--- src/rtl/dpram_fifo_pkg.sv ---
// Shared constants and types for the dpram_1024x8 FIFO controller.
package dpram_fifo_pkg;

    localparam int unsigned DW           = 8;
    localparam int unsigned AW           = 10;
    localparam int unsigned DEPTH        = 1 << AW;
    localparam int unsigned AFULL_TH_DEF = 1000;

    typedef logic [AW-1:0] ptr_t;
    typedef logic [AW:0]   cnt_t;
    typedef logic [DW-1:0] data_t;

endpackage : dpram_fifo_pkg

--- src/rtl/dpram_fifo_skid_buf.sv ---
// Two-entry output buffer that absorbs the RAM's one-cycle read latency.
// Ports:
//   clk, reset : clock and synchronous active-high reset
//   wr_en      : capture wr_data at the end of this cycle
//   wr_data    : word returned by the RAM
//   rd_en      : drop the head entry (caller guarantees cnt != 0)
//   rd_data    : head entry
//   cnt        : number of entries held (0..2)
module dpram_fifo_skid_buf
    import dpram_fifo_pkg::*;
(
    input  logic       clk,
    input  logic       reset,
    input  logic       wr_en,
    input  data_t      wr_data,
    input  logic       rd_en,
    output data_t      rd_data,
    output logic [1:0] cnt
);

    data_t mem [2];
    logic  wr_ptr;
    logic  rd_ptr;

    // Storage needs no reset; cnt qualifies every entry.
    always_ff @(posedge clk) begin
        if (wr_en) begin
            mem[wr_ptr] <= wr_data;
        end
    end

    // Pointer and occupancy bookkeeping; simultaneous write and read keep order.
    always_ff @(posedge clk) begin
        if (reset) begin
            wr_ptr <= 1'b0;
            rd_ptr <= 1'b0;
            cnt    <= 2'd0;
        end else begin
            if (wr_en) begin
                wr_ptr <= ~wr_ptr;
            end
            if (rd_en) begin
                rd_ptr <= ~rd_ptr;
            end
            cnt <= cnt + 2'(wr_en) - 2'(rd_en);
        end
    end

    assign rd_data = mem[rd_ptr];

endmodule : dpram_fifo_skid_buf

--- src/rtl/dpram_fifo_ctrl.sv ---
// Streaming FIFO controller in front of the dpram_1024x8 primitive.
// Ports:
//   clk, reset          : clock and synchronous active-high reset
//   in_valid/in_ready/in_data    : write-side stream
//   out_valid/out_ready/out_data : read-side stream (head of output buffer)
//   level, almost_full  : registered occupancy (RAM + in-flight + buffer)
//   ram_*               : direct connection to the RAM ports
module dpram_fifo_ctrl
    import dpram_fifo_pkg::*;
#(
    parameter int unsigned AFULL_TH = AFULL_TH_DEF
) (
    input  logic  clk,
    input  logic  reset,
    input  logic  in_valid,
    output logic  in_ready,
    input  data_t in_data,
    output logic  out_valid,
    input  logic  out_ready,
    output data_t out_data,
    output cnt_t  level,
    output logic  almost_full,
    output ptr_t  ram_waddr,
    output ptr_t  ram_raddr,
    output data_t ram_data_in,
    output logic  ram_wen,
    output logic  ram_ren,
    input  data_t ram_data_out
);

    ptr_t       wptr;
    ptr_t       rptr;
    cnt_t       ram_cnt;
    logic       inflight;
    logic [1:0] buf_cnt;

    logic       full;
    logic       push;
    logic       pop;
    logic       ren_issue;
    logic [2:0] buf_occ;
    cnt_t       ram_cnt_nxt;
    logic [1:0] buf_cnt_nxt;
    cnt_t       level_nxt;

    // Handshakes, read issue and next-state occupancy.
    always_comb begin
        full        = (ram_cnt == cnt_t'(DEPTH));
        in_ready    = !full && !reset;
        push        = in_valid && in_ready;
        pop         = out_valid && out_ready;
        // Buffer slots already promised after this cycle's pop.
        buf_occ     = 3'(buf_cnt) + 3'(inflight) - 3'(pop);
        // Uses the pre-update count, so a word is never read in its write cycle.
        ren_issue   = !reset && (ram_cnt != '0) && (buf_occ < 3'd2);
        ram_cnt_nxt = ram_cnt + cnt_t'(push) - cnt_t'(ren_issue);
        buf_cnt_nxt = buf_cnt + 2'(inflight) - 2'(pop);
        level_nxt   = ram_cnt_nxt + cnt_t'(ren_issue) + cnt_t'(buf_cnt_nxt);
    end

    assign ram_wen     = push;
    assign ram_waddr   = wptr;
    assign ram_data_in = in_data;
    assign ram_ren     = ren_issue;
    assign ram_raddr   = rptr;

    // Pointers, counters and registered status.
    always_ff @(posedge clk) begin
        if (reset) begin
            wptr        <= '0;
            rptr        <= '0;
            ram_cnt     <= '0;
            inflight    <= 1'b0;
            level       <= '0;
            almost_full <= 1'b0;
        end else begin
            if (push) begin
                wptr <= wptr + ptr_t'(1);
            end
            if (ren_issue) begin
                rptr <= rptr + ptr_t'(1);
            end
            ram_cnt     <= ram_cnt_nxt;
            inflight    <= ren_issue;
            level       <= level_nxt;
            almost_full <= (level_nxt >= cnt_t'(AFULL_TH));
        end
    end

    // RAM data is valid the cycle after issue; reset clears inflight so a stale result is dropped.
    dpram_fifo_skid_buf u_skid_buf (
        .clk     (clk),
        .reset   (reset),
        .wr_en   (inflight),
        .wr_data (ram_data_out),
        .rd_en   (pop),
        .rd_data (out_data),
        .cnt     (buf_cnt)
    );

    assign out_valid = (buf_cnt != 2'd0);

endmodule : dpram_fifo_ctrl

--- config.mk ---
export PLATFORM = sky130hd
export DESIGN_NAME = dpram_fifo_ctrl
export DESIGN_NICKNAME = d
export VERILOG_FILES = /design/src/rtl/dpram_fifo_pkg.sv /design/src/rtl/dpram_fifo_skid_buf.sv /design/src/rtl/dpram_fifo_ctrl.sv
export SDC_FILE = /design/constraint.sdc
export NUM_CORES = 1
export LEC_CHECK = 0
export CAP_MARGIN = 5
export CORE_MARGIN = 2
export CORE_UTILIZATION = 23
export DETAILED_ROUTE_END_ITERATION = 10
export PLACE_DENSITY_LB_ADDON = 0.25
export SLEW_MARGIN = 30
export SYNTH_ARGS = -nofsm -noshare
export SYNTH_HDL_FRONTEND = slang
export SYNTH_SLANG_ARGS = --single-unit
--- constraint.sdc ---
create_clock -name clk -period 5.6 [get_ports clk]
set_input_delay 1.4 -clock clk [delete_from_list [all_inputs] [get_ports clk]]
set_output_delay 1.4 -clock clk [all_outputs]
set_load 0.02 [all_outputs]
======== Word level (Yosys, flattened, before mapping) ========
Memory sizes are Yosys's and may differ from the RTL's. A register that Yosys moved wholly into a read port is not among the register bits.
Cells that the tools add are included.
word-level totals
  register bits after elaboration ......... 48
  bits in writable memories ............... 16
  bits of input ports ..................... 20
  output and inout port bits .............. 52
  word-level logic and storage cells ...... 38
  memories ................................ 1
cells by class
  add/subtract/negate cells ............... 10
  magnitude comparators ................... 2
  eq/ne operators ......................... 1
  muxes and demuxes ....................... 4
  bitwise logic cells ..................... 2
  reductions and logical operators ........ 9
memories
  memory          depth  bits a word  read ports  clocked after Yosys merged registers in  wr ports  line                       RTL
  u_skid_buf.mem  2      8            1           1                                        1         dpram_fifo_skid_buf.sv:21  data_t mem [2];
operators by type and width
  kind                                                   number
  adder 11 x 1 -> 11 bit                                 2
  adder 10 x 1 -> 10 bit, second input constant          2
  adder 11 x 2 -> 11 bit                                 1
  equality test 11 bit, second input constant            1
  >= comparator 11 x 10 -> 1 bit, second input constant  1
  nonzero test 11 bit                                    1
  subtractor 11 x 1 -> 11 bit                            1
  logical AND 1 bit                                      5
  2-to-1 mux 1 bit                                       4
  adder 2 x 1 -> 3 bit                                   1
  < comparator 3 x 2 -> 1 bit, second input constant     1
  subtractor 3 x 1 -> 3 bit                              1
  adder 2 x 1 -> 2 bit                                   1
  logical NOT 1 bit                                      2
  NOT 1 bit                                              2
  nonzero test 2 bit                                     1
  subtractor 2 x 1 -> 2 bit                              1

======== Logic depth before layout (Yosys ltp) ========
  depth after elaboration ................. 9
  depth in mapped cells ................... 21
  depth with buffers taken out ............ 21

======== Cells and area by module ========
Synthesis repeated with hierarchy kept, for this count alone.
second synthesis, totals
  cell total of the unflattened synthesis .. 325
  area, all modules ....................... 3350.7 um^2
by module, submodules not included
  module               times used  cells an instance  area each (um^2)  seq. area each (um^2)
  dpram_fifo_ctrl      1           281                2562.5            880.8
  dpram_fifo_skid_buf  1           44                 788.3             580.6

======== Worst setup path after synthesis ========
Ideal clock, no wire load.
  path kind ............................... input to register
  start point ............................. input port out_ready
  end point ............................... register almost_full
  setup time .............................. 0.092 ns
  arrival time ............................ 6.232 ns
  required time ........................... 5.508 ns
  setup slack ............................. -0.724 ns
  stages .................................. 20
  buffers on the path ..................... 0
  cells stage by stage .................... and2_1 -> ha_1 -> inv_1 -> ha_1 -> inv_1 -> fa_1 -> inv_1 -> nor4_2 -> ha_1 -> inv_1 -> ha_1 -> fa_1 -> ha_1 -> a21oi_1 -> nor2_1 -> nor4_1 -> a21oi_1 -> o32ai_2 -> or3b_1 -> o32ai_1
between the ends
  elaborated cells on any way between the ends .. 9
  those cells by class .................... add/sub (5); order compare (2); reduce/logical (2)
RTL lines
  item                            line                   RTL
  start, declared                 dpram_fifo_ctrl.sv:19  input logic out_ready,
  logical AND 1 bit               dpram_fifo_ctrl.sv:51  pop = out_valid && out_ready;
  subtractor 2 x 1 -> 2 bit       dpram_fifo_ctrl.sv:57  buf_cnt_nxt = buf_cnt + 2'(inflight) - 2'(pop);
  via buf_cnt_nxt[1]              dpram_fifo_ctrl.sv:43  logic [1:0] buf_cnt_nxt;
  adder 11 x 2 -> 11 bit          dpram_fifo_ctrl.sv:58  level_nxt = ram_cnt_nxt + cnt_t'(ren_issue) + cnt_t'(buf_cnt_nxt);
  >= comparator 11 x 10 -> 1 bit  dpram_fifo_ctrl.sv:86  almost_full <= (level_nxt >= cnt_t'(AFULL_TH));
  end signal, assigned            dpram_fifo_ctrl.sv:86
  end, declared                   dpram_fifo_ctrl.sv:22  output logic almost_full,
The timed path passes the listed nets, and every way through them passes these cells.
A chain may end at the register's enable or synchronous reset.

======== Final worst setup path ========
  start point ............................. input port out_ready
  end point ............................... register almost_full
between the ends
  elaborated cells on any way between the ends .. 9
  those cells by class .................... add/sub (5); order compare (2); reduce/logical (2)
RTL lines
  item                            line                   RTL
  logical AND 1 bit               dpram_fifo_ctrl.sv:51
  via pop                         dpram_fifo_ctrl.sv:39  logic pop;
  subtractor 2 x 1 -> 2 bit       dpram_fifo_ctrl.sv:57
  via buf_cnt_nxt[1]              dpram_fifo_ctrl.sv:43
  adder 11 x 2 -> 11 bit          dpram_fifo_ctrl.sv:58
  >= comparator 11 x 10 -> 1 bit  dpram_fifo_ctrl.sv:86
The timed path passes the listed nets, and every way through them passes these cells.

==> results.md <==
- Clock buffer depth: 2
- Least-Margin Pin Slew: 0.8002 ns
- Status: completed
- GRT Overall Usage: 9.799%
- Commonest cells after routing, fill and taps aside: clkdlybuf4s50_1 (53), dfxtp_1 (49), nor2_1 (42), buf_4 (30), xor2_1 (19)
- Min-Delay Path Depth: 2
- Power Dens Cells: 781.3 nW/um^2
- CTS sink cnt: 65
- R2R depth: 21
- Placed cells: 564
- Peak supply drop: 0.2568 mV
- Syn Inst Count: 319
- Final Slew Violations: 0
- Syn_nets: 363
- Initial Utilization: 23.54%
- # rows: 43
- Crit path max fanout: 4
- Critical path startpoint: out_ready
- Fill count: 1395
- Max Clock Skew: 0.01039 ns
- Synth Register Bits: 65
- Area grow syn2layout: 40.79%
- Most common cell after layout, fill and taps aside: clkdlybuf4s50_1
- Root buffer cell: clkbuf_16
- Die Span Y: 123.0 microns
- GPL Wtd Cong: 0.7582
- Worst reg2reg endpoint: almost_full
- Syn avg cell area: 10.20 sq um
- Hold slack: 0.5182 ns
- Reg-to-reg slack, setup: 0.73 ns
- M1 GR Usage: 11.91%
- Detail Route Antenna Nets: 0
- Final Setup Violations: 0
- First-pass GRT wire length: 11450 microns
- Initial antenna violation count: 0
- Vias in the first global route: 2392
- Largest net degree at the start of global routing: 40
- Finished Layout Cells: 582
- Max-cap violation count: 0
- Setup CP Type: input pin to flop
- Initial DRC count: 139
- Hpwl dp: 5341 microns
- Drt via density: 4.137
- Core area: 13830 sq um
- CTS HTree Levels: 3
- RR Startpoint: u_skid_buf.cnt[1]
- RSZ-0062 raised after global routing: false
- Endpoints failing hold: 0
- Max_slew headroom: 45.90%
- Fin crit share: 95.95%
- Hold Path Class: flop to flop
- Post-synth EDFFs: 16
- CTS Buf Count: 9
- Clock transition at path regs: 0.06 ns
- Critical path startpoint category: input pin
- Share of cells above drive strength 1: 20.15%
- Leak Pwr: 1.722 nW
- Seq/Total Area, Yosys: 44.91%
- Final min period: 5.373 ns
- Die W: 123.0 microns
- Total Nets Final: 441
- Port Buf Inserts: 55
- Wire per inst: 12.17 microns
- Mapped cell area: 3254 sq um
- Worst-Skew Late Latency: 0.33 ns
- Crit path capture type: flop
- CP Data Required Time: 5.84 ns
- Die Footprint: 15120 sq um
- Worst EP arrival: 5.61 ns
- Grt total ovfl: 0
- Post-route DRC: 0
- Number of diodes: 0
- I/O pin cnt: 72
- Via count: 2408
- Routed wire length: 7081 microns
- CTS tree: yes
- Met3 usage in global routing: 2.629%
- Distinct cell type count after synthesis: 49
- Hold path start: ram_waddr[9]
- Met2 Resource Use GR: 16.57%
- Post-synth ARST share: 0%
- Drt pass-1 iters: 4
- Synth Flop Type: dfxtp_1
- Max Freq: 0.1861 GHz
- Synth warn: 0
- Most Crowded Layer GR: met2
- CP Capture Point: almost_full
-- kinds of logic (layout without fill, tap and decap cells) --
logic type / after synthesis / in the layout / synth area share (%)
AO/OA/AOI/OAI: 33 / 33 / 7.920
XOR/XNOR: 39 / 39 / 10.73
adder cells (fa/ha/maj): 24 / 24 / 10.15
buffers and inverters: 38 / 121 / 5.575
flip-flops: 65 / 65 / 44.91
multiplexers: 9 / 9 / 3.076
AND/OR/NAND/NOR: 111 / 111 / 17.65
-- metrics by stage --
stage	setup WS (ns)	power [mW]	setup TNS [ns]	utilization (%)	area, sq um
after floorplan	-0.2533	2.023	-0.2533	-	3288
after global placement	-0.3110	2.843	-0.5031	30.11	4163
after detailed placement	-0.4266	2.859	-0.7017	30.11	4163
after CTS	0.007469	3.529	0	32.59	4506
after global routing	0.01521	3.882	0	33.14	4582
final	0.2269	3.580	0	33.14	4582
-- where the power goes --
| group | switching (mW) | total, mW | internal, mW | leakage, nW |
|---|---|---|---|---|
| Sequential | 0.0658 | 0.680 | 0.614 | 0.550 |
| Clock | 0.208 | 0.596 | 0.388 | 0.145 |
| Combinational | 1.13 | 2.30 | 1.18 | 1.03 |
| Total | 1.40 | 3.58 | 2.18 | 1.72 |
-- cells in the mapped netlist, types with 2 or more instances --
cell | n | area [sq um]
buf_4 | 8 | 60.06
nand2b_1 | 3 | 18.77
nand4_1 | 5 | 31.28
xnor2_1 | 18 | 157.7
inv_1 | 20 | 75.07
xor2_1 | 20 | 175.2
nor2_1 | 43 | 161.4
nor2b_1 | 13 | 81.33
and2_1 | 3 | 18.77
edfxtp_1 | 16 | 480.5
a211o_1 | 3 | 26.28
o21ai_0 | 4 | 20.02
and3_1 | 3 | 18.77
nand3_1 | 10 | 50.05
o32ai_1 | 2 | 17.52
or3b_1 | 2 | 17.52
or3_1 | 3 | 18.77
nor4_1 | 2 | 12.51
clkbuf_1 | 7 | 26.28
mux2_2 | 8 | 90.09
dfxtp_1 | 49 | 980.9
nor3b_1 | 3 | 22.52
a21oi_1 | 13 | 65.06
nor3_1 | 3 | 15.01
nand2_1 | 11 | 41.29
fa_1 | 4 | 80.08
a21o_1 | 2 | 15.01
ha_1 | 20 | 250.2
-- sequential cells by signal, indices dropped and copies added (netlist names), named ones only --
signal / count
u_skid_buf.mem: 16
level: 11
ram_cnt: 11
ram_raddr: 10
ram_waddr: 10
u_skid_buf.cnt: 2
almost_full: 1
inflight: 1
u_skid_buf.rd_ptr: 1
u_skid_buf.wr_ptr: 1
-- worst min path at each step --
stage	to	slack [ns]
finish	ram_waddr[9]	0.52
global route	flop	0.54
CTS	ram_waddr[9]	0.52
detailed placement	ram_waddr[9]	0.51
global placement	ram_waddr[9]	0.50
floorplan	flop	0.48
-- worst max-delay path: stages --
cell            delay [ns]
dlymetal6s2s_1        0.12
and2_4                0.14
ha_4                  0.21
inv_2                 0.06
ha_4                  0.12
inv_2                 0.03
fa_2                  0.54
inv_2                 0.05
nor4_4                0.30
ha_1                  0.28
inv_2                 0.07
ha_4                  0.13
fa_2                  0.48
ha_4                  0.24
a21oi_4               0.15
nor2_4                0.07
nor4_2                0.28
a21oi_1               0.08
o32ai_2               0.25
or3b_1                0.38
o32ai_2               0.23
-- metal layers --
layer  wire length [microns]  share of wire (%)
met1                    3224                 46
met5                       0                  0
met2                    3394                 48
met3                     379                5.4
met4                      82                1.2
-- area by class of cell --
type / count / area [sq um] / area share, %
clock inverters: 7 / 95.09 / 2.075
well taps: 180 / 225.2 / 4.915
flip-flops and latches: 65 / 1461 / 31.90
multi-input cells: 216 / 1727 / 37.68
inverters: 20 / 75.07 / 1.638
repair buffers: 85 / 773.2 / 16.88
clock buffers: 9 / 225.2 / 4.915
-- timing repair --
| item | 4_1_cts | 5_1_grt |
|---|---|---|
| endpoints found under the setup margin | 1 | 2 |
| hold buffers | 0 | 0 |
| cloned | 0 | 0 |
| pin swaps | 0 | 10 |
| resized for setup | 3 | 14 |
| buffers inserted | 0 | 2 |
Power figures use the tool's default switching activity.
